$ cat src/rtl/lmul_unit_if.sv
// Request/response bundle between the multicycle controller and the long-multiply unit.
// The controller side uses the master modport; the multiplier uses the slave modport.
interface lmul_unit_if #(
  parameter int WIDTH = 32
);
  logic                 start;
  logic                 is_signed;
  logic                 accumulate;
  logic                 flush;
  logic [WIDTH-1:0]     SrcA;
  logic [WIDTH-1:0]     SrcB;
  logic [2*WIDTH-1:0]   AccIn;
  logic                 busy;
  logic                 done;
  logic [WIDTH-1:0]     ResultLo;
  logic [WIDTH-1:0]     ResultHi;
  logic [1:0]           MulFlags;

  modport master (
    output start, is_signed, accumulate, flush, SrcA, SrcB, AccIn,
    input  busy, done, ResultLo, ResultHi, MulFlags
  );

  modport slave (
    input  start, is_signed, accumulate, flush, SrcA, SrcB, AccIn,
    output busy, done, ResultLo, ResultHi, MulFlags
  );
endinterface

$ cat src/rtl/lmul_unit.sv
// Iterative radix-2 shift-add 32x32->64 long multiplier (UMULL/SMULL/UMLAL/SMLAL)
// with sign fix-up and 64-bit accumulate in a final FIX cycle.
module lmul_unit #(
  parameter int WIDTH = 32
) (
  input  logic        clk,
  input  logic        reset,
  lmul_unit_if.slave  bus
);

  localparam int CW = (WIDTH > 1) ? $clog2(WIDTH) : 1;
  localparam logic [CW-1:0]      CNT_ONE  = CW'(1);
  localparam logic [CW-1:0]      CNT_LAST = CW'(WIDTH - 1);
  localparam logic [CW-1:0]      CNT_ZERO = CW'(0);
  localparam logic [2*WIDTH-1:0] ONE_D    = {{(2*WIDTH-1){1'b0}}, 1'b1};
  localparam logic [2*WIDTH-1:0] ZERO_D   = {(2*WIDTH){1'b0}};

  typedef enum logic [1:0] {
    IDLE = 2'd0,
    CALC = 2'd1,
    FIX  = 2'd2
  } state_t;

  state_t               state_r;
  logic [CW-1:0]        count_r;
  logic [2*WIDTH-1:0]   mcand_r;
  logic [WIDTH-1:0]     mplier_r;
  logic [2*WIDTH-1:0]   prod_r;
  logic [2*WIDTH-1:0]   acc_r;
  logic                 neg_r;
  logic                 busy_r;
  logic                 done_r;
  logic [WIDTH-1:0]     res_lo_r;
  logic [WIDTH-1:0]     res_hi_r;
  logic [1:0]           flags_r;

  logic [2*WIDTH-1:0]   step_sum_s;
  logic [2*WIDTH-1:0]   signed_prod_s;
  logic [2*WIDTH-1:0]   fix_sum_s;

  // Magnitude of an operand; the most-negative value maps to 2^(WIDTH-1) unsigned.
  function automatic logic [WIDTH-1:0] mag(input logic [WIDTH-1:0] v, input logic sgn);
    logic [WIDTH-1:0] r;
    if (sgn && v[WIDTH-1]) begin
      r = ~v + {{(WIDTH-1){1'b0}}, 1'b1};
    end else begin
      r = v;
    end
    return r;
  endfunction

  // Partial-product step and final sign/accumulate fix-up datapath.
  always_comb begin
    step_sum_s    = prod_r;
    signed_prod_s = prod_r;
    if (mplier_r[0]) begin
      step_sum_s = prod_r + mcand_r;
    end else begin
      step_sum_s = prod_r;
    end
    if (neg_r) begin
      signed_prod_s = ~prod_r + ONE_D;
    end else begin
      signed_prod_s = prod_r;
    end
    fix_sum_s = signed_prod_s + acc_r;
  end

  // Control FSM with registered handshake, result and flag outputs.
  always_ff @(posedge clk or negedge reset) begin
    if (!reset) begin
      state_r  <= IDLE;
      count_r  <= CNT_ZERO;
      mcand_r  <= ZERO_D;
      mplier_r <= {WIDTH{1'b0}};
      prod_r   <= ZERO_D;
      acc_r    <= ZERO_D;
      neg_r    <= 1'b0;
      busy_r   <= 1'b0;
      done_r   <= 1'b0;
      res_lo_r <= {WIDTH{1'b0}};
      res_hi_r <= {WIDTH{1'b0}};
      flags_r  <= 2'b00;
    end else begin
      done_r <= 1'b0;
      if (bus.flush) begin
        // Abort wins over start; results from the last completed op stay visible.
        state_r <= IDLE;
        busy_r  <= 1'b0;
        count_r <= CNT_ZERO;
      end else begin
        case (state_r)
          IDLE: begin
            if (bus.start) begin
              mcand_r  <= {{WIDTH{1'b0}}, mag(bus.SrcA, bus.is_signed)};
              mplier_r <= mag(bus.SrcB, bus.is_signed);
              prod_r   <= ZERO_D;
              neg_r    <= bus.is_signed & (bus.SrcA[WIDTH-1] ^ bus.SrcB[WIDTH-1]);
              acc_r    <= bus.accumulate ? bus.AccIn : ZERO_D;
              count_r  <= CNT_ZERO;
              busy_r   <= 1'b1;
              state_r  <= CALC;
            end else begin
              state_r <= IDLE;
            end
          end
          CALC: begin
            prod_r   <= step_sum_s;
            mcand_r  <= mcand_r << 1;
            mplier_r <= mplier_r >> 1;
            count_r  <= count_r + CNT_ONE;
            if (count_r == CNT_LAST) begin
              state_r <= FIX;
            end else begin
              state_r <= CALC;
            end
          end
          FIX: begin
            res_lo_r <= fix_sum_s[WIDTH-1:0];
            res_hi_r <= fix_sum_s[2*WIDTH-1:WIDTH];
            flags_r  <= {fix_sum_s[2*WIDTH-1], (fix_sum_s == ZERO_D)};
            done_r   <= 1'b1;
            busy_r   <= 1'b0;
            state_r  <= IDLE;
          end
          default: begin
            state_r <= IDLE;
            busy_r  <= 1'b0;
          end
        endcase
      end
    end
  end

  assign bus.busy     = busy_r;
  assign bus.done     = done_r;
  assign bus.ResultLo = res_lo_r;
  assign bus.ResultHi = res_hi_r;
  assign bus.MulFlags = flags_r;

endmodule

$ cat src/flat_wrapper.sv
// flat-port wrapper written by rule: the top's interface ports become plain ports
module lmul_unit_flat 
#(
  parameter int WIDTH = 32
)
  (clk, reset, bus_start, bus_is_signed, bus_accumulate, bus_flush, bus_SrcA, bus_SrcB, bus_AccIn, bus_busy, bus_done, bus_ResultLo, bus_ResultHi, bus_MulFlags);
  lmul_unit_if #(.WIDTH(WIDTH)) bus_i ();
  input  logic clk;
  input  logic reset;
  input wire logic [$bits(bus_i.start)-1:0] bus_start;
  input wire logic [$bits(bus_i.is_signed)-1:0] bus_is_signed;
  input wire logic [$bits(bus_i.accumulate)-1:0] bus_accumulate;
  input wire logic [$bits(bus_i.flush)-1:0] bus_flush;
  input wire logic [$bits(bus_i.SrcA)-1:0] bus_SrcA;
  input wire logic [$bits(bus_i.SrcB)-1:0] bus_SrcB;
  input wire logic [$bits(bus_i.AccIn)-1:0] bus_AccIn;
  output wire logic [$bits(bus_i.busy)-1:0] bus_busy;
  output wire logic [$bits(bus_i.done)-1:0] bus_done;
  output wire logic [$bits(bus_i.ResultLo)-1:0] bus_ResultLo;
  output wire logic [$bits(bus_i.ResultHi)-1:0] bus_ResultHi;
  output wire logic [$bits(bus_i.MulFlags)-1:0] bus_MulFlags;
  assign bus_i.start = bus_start;
  assign bus_i.is_signed = bus_is_signed;
  assign bus_i.accumulate = bus_accumulate;
  assign bus_i.flush = bus_flush;
  assign bus_i.SrcA = bus_SrcA;
  assign bus_i.SrcB = bus_SrcB;
  assign bus_i.AccIn = bus_AccIn;
  assign bus_busy = bus_i.busy;
  assign bus_done = bus_i.done;
  assign bus_ResultLo = bus_i.ResultLo;
  assign bus_ResultHi = bus_i.ResultHi;
  assign bus_MulFlags = bus_i.MulFlags;
  lmul_unit #(.WIDTH(WIDTH)) u_core (.clk(clk), .reset(reset), .bus(bus_i));
endmodule
$ cat config.mk
export PLATFORM = sky130hd
export DESIGN_NAME = lmul_unit_flat
export DESIGN_NICKNAME = d
export VERILOG_FILES = /design/src/rtl/lmul_unit_if.sv /design/src/rtl/lmul_unit.sv /design/src/flat_wrapper.sv
export SDC_FILE = /design/constraint.sdc
export NUM_CORES = 1
export LEC_CHECK = 0
export BUFFER_PORTS_ARGS = -buffer_cell sky130_fd_sc_hd__buf_2
export CORE_AREA = 2 2 305 186
export CTS_CLUSTER_SIZE = 24
export DETAILED_ROUTE_END_ITERATION = 16
export DIE_AREA = 0 0 307 188
export GPL_TIMING_DRIVEN = 0
export PLACE_DENSITY_LB_ADDON = 0.12
export SYNTH_ARGS = -nofsm -noshare
export SYNTH_HDL_FRONTEND = slang
export SYNTH_SLANG_ARGS = --single-unit
$ cat constraint.sdc
create_clock -name clk -period 8.7 [get_ports clk]
set_input_delay 1.305 -clock clk [delete_from_list [all_inputs] [get_ports clk]]
set_output_delay 1.305 -clock clk [all_outputs]
set_load 0.01 [all_outputs]
## Word level (Yosys, flattened, before mapping)

Index checks and enable logic that the tools add are counted.

| word-level totals | value |
|---|---|
| logic and storage cells | 66 |
| output and inout port bits | 68 |
| register bits | 300 |
| input port bits | 134 |

| cells by class | value |
|---|---|
| reductions and logical operators | 12 |
| bitwise logic cells | 6 |
| mux-type cells | 23 |
| equal/unequal tests | 7 |
| add/subtract/negate cells | 6 |

Operators by type and width:

| cell | count |
|---|---|
| $mux 64 | 5 |
| $pmux 64 s2 | 2 |
| $add 64x64->64 | 2 |
| $mux 32 | 3 |
| $add 32x1->32 const B | 2 |
| $add 64x1->64 const B | 1 |
| $logic_not 64->1 | 1 |
| $not 32->32 | 2 |
| $not 64->64 | 1 |
| $pmux 32 s2 | 1 |
| $mux 5 | 2 |
| $pmux 5 s2 | 1 |
| $reduce_and 2->1 | 3 |
| $reduce_and 3->1 | 2 |
| $add 5x1->5 const B | 1 |
| $eq 5x5->1 const B | 1 |
| $mux 1 | 5 |
| $mux 2 | 2 |
| $ne 2x2->1 const B | 2 |
| $pmux 2 s2 | 1 |
| $reduce_and 4->1 | 1 |
| $ne 3x3->1 const B | 1 |
| $reduce_bool 3->1 | 1 |
| $eq 2x1->1 const B | 1 |
| 9 further kinds | 10 |

## Longest topological paths before layout

| logic depth | value |
|---|---|
| depth in word-level cells | 5 |
| depth in mapped cells | 27 |
| mapped depth without buffers | 24 |

## Least setup slack after synthesis

No wires, ideal clock.

| path | value |
|---|---|
| kind | register to register |
| from | reg u_core.prod_r[11] |
| to | reg u_core.flags_r[0] (netlist: u_core.bus.MulFlags[0]) |
| buffers on the path | 3 |
| clock period less this slack | 6736 ps |
| stages on the path, launching flop included | 27 |
| arrival time | 6640 ps |
| data required time | 8605 ps |
| slack | 1964 ps |
| setup time | 95 ps |
| path through | dfrtp_1 > or4_4 > or4_4 > nor4b_4 > nand3_1 > or3_1 > buf_2 > nor2_1 > nand3_1 > or3_4 > or4_1 > buf_2 > o21ai_0 > xnor2_1 > ha_1 > clkbuf_1 > a21o_1 > a21o_1 > a21oi_1 > a21oi_1 > a211o_1 > or3_1 > o211ai_1 > or3_1 > o2111ai_1 > or4_1 > o31ai_1 |

| on the way | value |
|---|---|
| longest elaborated chain between the ends | 5 |

RTL lines:

| item | line | text |
|---|---|---|
| start: declaration | lmul_unit.sv:28 | `logic [2*WIDTH-1:0] prod_r;` |
| start signal: assignment | lmul_unit.sv:108 | `prod_r <= step_sum_s;` |
| $not 64->64 | lmul_unit.sv:62 | `signed_prod_s = ~prod_r + ONE_D;` |
| $add 64x1->64 | lmul_unit.sv:62 |  |
| $mux 64 (*) | lmul_unit.sv:61 | `if (neg_r) begin` |
| $add 64x64->64 (*) | lmul_unit.sv:66 | `fix_sum_s = signed_prod_s + acc_r;` |
| $logic_not 64->1 (*) | lmul_unit.sv:121 | `flags_r <= {fix_sum_s[2*WIDTH-1], (fix_sum_s == ZERO_D)};` |
| end signal: assignment | lmul_unit.sv:121 |  |
| end: declaration | lmul_unit.sv:35 | `logic [1:0] flags_r;` |

Every way passes the cells marked *; elsewhere a longest branch is shown, timed or not.
A chain may end at the register's enable or synchronous reset.

## Worst setup path after layout

Ends and elaborated chain as after synthesis.

==> results.md <==
- Critical Path Fanout Max: 8
- Final setup fails: 0
- PostCTS Resize Cnt: 0
- Critical Path RT: 9200 ps
- Chip height: 188 um
- Netlist Area Pre-Place: 21800 um^2
- VDD IR max: 0.000178 V
- CTS Root Cell: clkbuf_16
- CTS clk-pin slew, worst paths: 70 ps
- Synth Net Count: 2986
- Post-synth EDFFs: 0
- Gate Count Post-Synth: 2705
- Num CTS Buffers: 31
- Unique masters post-synth: 72
- Worst setup SP type: flop
- CP arrival: 8460 ps
- Grt ovf: 0
- Max_slew headroom: 19.4%
- Post-Layout Inst Area: 24800 um^2
- DP Worst Slack: 905 ps
- Area after DPL: 23700 um^2
- Hold Buf Count CTS: 0
- Router iterations before antenna repair: 6
- Starting Density: 39.5%
- Wire length per cell: 19.8 um
- Cells on worst reg2reg path: 23
- CTS H-Tree Depth: 1
- Setup crit end kind: flop
- Core region area: 55200 um^2
- Post-synthesis sequential area ratio: 34.4%
- Max_cap viols: 0
- Hold_ws: 472 ps
- Power Density: 235 nW/um^2
- CTS Sinks: 299
- Leading cell types by count after synthesis: 440 x nand2_1, 299 x dfrtp_1, 290 x o21ai_0
- Placer Congestion: 0.909
- Max Clock Skew: 17.5 ps
- Minimum clock period: 7950 ps
- Vias in the first global route: 19746
- RSZ-0062 raised after global routing: no
- Final Cycle Share: 91.4%
- Critical path class: reg2reg
- Hpwl dp: 59.1 mm
- Initial antenna violation count: 2
- Clk buf depth: 3
- Final setup margin: 746 ps
- Via count: 20901
- Routed WL: 73.0 mm
- Synth Register Bits: 299
- Worst Tran Pin Value: 1200 ps
- Die Width: 307 um
- Hold WC Path Type: reg2reg
- Die area: 57700 um^2
- Max-slew violations: 0
- Quantity of I/O buffers inserted on ports: 199
- Vias per cell: 5.67
- First-pass GRT wire length: 113 mm
- Hold path depth: 2
- Ports: 202
- Clock latency on the worst-skew pair: 600 ps
- Predominant post-synthesis flop cell: dfrtp_1
- Synthesized area per cell: 8.05 um^2
- Leak: 11.8 nW
- Async S/R FF share, synth: 100%
- 1st-iter DRT viols: 1900
- Cell with the most instances after synthesis: nand2_1
- Layout cell share with drive strength beyond 1: 9.59%
- Largest net degree at the start of global routing: 114
- Final #Nets: 3220
- Synth area leader: dfrtp_1
- Area Growth Syn to Fin: 14.1%
- Endpoints failing hold: 0
- Outcome: finished clean
- DRT antenna net count: 0
- Number of post-CTS setup repair buffers: 0
- Maximum clock rate: 0.126 GHz
- Post-synth top area share: 34.4%
- Fill cells: 5607
- # DRC: 0
- Synth area leaders: dfrtp_1 34%, ha_1 8.3%, nand2_1 7.6%, o21ai_0 6.7%, xnor2_1 6.1%
- Yosys warnings: 0
- Setup TNS: 0 ps
- FP Rows: 67
- TritonCTS clock tree: built
- Overall Global Routing Usage: 24.7%
[sequential cells by signal, summed over array words and instances (netlist names)]
name                 flops
u_core.bus.done          1
u_core.mplier_r         32
u_core.count_r           5
u_core.prod_r           64
u_core.bus.busy          1
u_core.state_r           2
u_core.bus.ResultHi     31
u_core.neg_r             1
u_core.bus.MulFlags      2
u_core.bus.ResultLo     32
u_core.mcand_r          64
u_core.acc_r            64
[stage by stage]
step	instances	power, mW	utilization [%]
finish	3687	5.84	45.0
CTS	3686	5.84	45.0
global placement	3628	4.33	42.9
floorplan	2705	3.53	-
detailed placement	3630	4.36	43.0
global route	3686	6.23	45.0
[report_power, final]
part           switching, mW  internal, mW
clock                  0.621         0.840
combinational           1.71         0.913
sequential             0.192          1.56
total                   2.53          3.31
[worst max-delay path, stage by stage, from the launching register on]
cell,delay (ps)
dfrtp_1,460
or4_4,580
or4_4,460
nor4b_4,360
nand3_1,210
or3_1,400
buf_2,170
nor2_1,150
nand3_1,170
or3_4,460
or4_1,480
buf_2,190
o31ai_1,300
xnor2_1,160
ha_1,300
clkbuf_1,280
nand4_1,300
or3_1,390
o211ai_1,440
xor2_1,280
or4_1,570
nor4_1,270
nand4_1,200
o31ai_1,250
[per-layer routing]
| layer | wire [um] | global-route usage [%] |
|---|---|---|
| met1 | 37700 | 39.3 |
| met2 | 30200 | 35.5 |
| met3 | 4260 | 3.90 |
| met4 | 813 | 3.17 |
| met5 | 0 | 0 |
[final timing paths]
kind | start | end | slack [ps]
setup / recovery | u_core.prod_r[11] | u_core.bus.MulFlags[0] | 750
hold / removal | u_core.bus.ResultHi[15] | u_core.bus.ResultHi[15] | 470
setup reg to reg | u_core.prod_r[11] | u_core.bus.MulFlags[0] | 750
hold reg to reg | u_core.bus.ResultHi[15] | u_core.bus.ResultHi[15] | 470
max in group asynchronous | reset | u_core.prod_r[2] | 6920
min in group asynchronous | reset | u_core.bus.done | 670
[kinds of logic (layout without fill, tap and decap cells)]
kind of cell,Yosys count,count (layout),share of synthesized area (%)
AND/OR/NAND/NOR,996,996,21.1
buffers and inverters,192,449,3.35
multiplexers,6,6,0.299
other,0,1,0
adder cells (fa/ha/maj),147,147,8.52
flip-flops,299,299,34.4
XOR/XNOR,233,233,9.38
AO/OA/AOI/OAI,832,832,23.0
[area by class of cell]
type	count	area, um^2	area share (%)
inverter	42	158	0.635
multi-input combinational	2214	13600	54.6
antenna	1	2.50	0.0101
sequential	299	7480	30.1
clock inverter	15	196	0.791
tap	724	906	3.65
buffer	150	571	2.30
timing repair buffer	201	1060	4.27
clock buffer	41	893	3.60
[cell usage in the layout, fill, tap and decap left out, drive strengths merged, types with 9 or more instances in the layout]
| cell | Yosys | final |
|---|---|---|
| o21bai | 21 | 21 |
| a21oi | 255 | 255 |
| nor2b | 14 | 14 |
| nor2 | 162 | 162 |
| o21a | 11 | 11 |
| ha | 145 | 145 |
| dfrtp | 299 | 299 |
| xnor2 | 152 | 152 |
| nand2b | 20 | 20 |
| or3 | 28 | 28 |
| or4 | 20 | 20 |
| nand2 | 441 | 441 |
| nand3 | 160 | 160 |
| o41ai | 14 | 14 |
| o21ai | 290 | 290 |
| a211oi | 11 | 11 |
| a21o | 70 | 70 |
| nor4 | 22 | 22 |
| buf | 16 | 217 |
| a21boi | 9 | 9 |
| and2 | 12 | 12 |
| a31oi | 18 | 18 |
| nand4 | 48 | 48 |
| nor3 | 30 | 30 |
| o211ai | 9 | 9 |
| o31ai | 40 | 40 |
| inv | 41 | 44 |
| clkbuf | 134 | 175 |
| a22o | 32 | 32 |
| and3 | 19 | 19 |
| xor2 | 81 | 81 |
(Power assumes the default switching activity.)
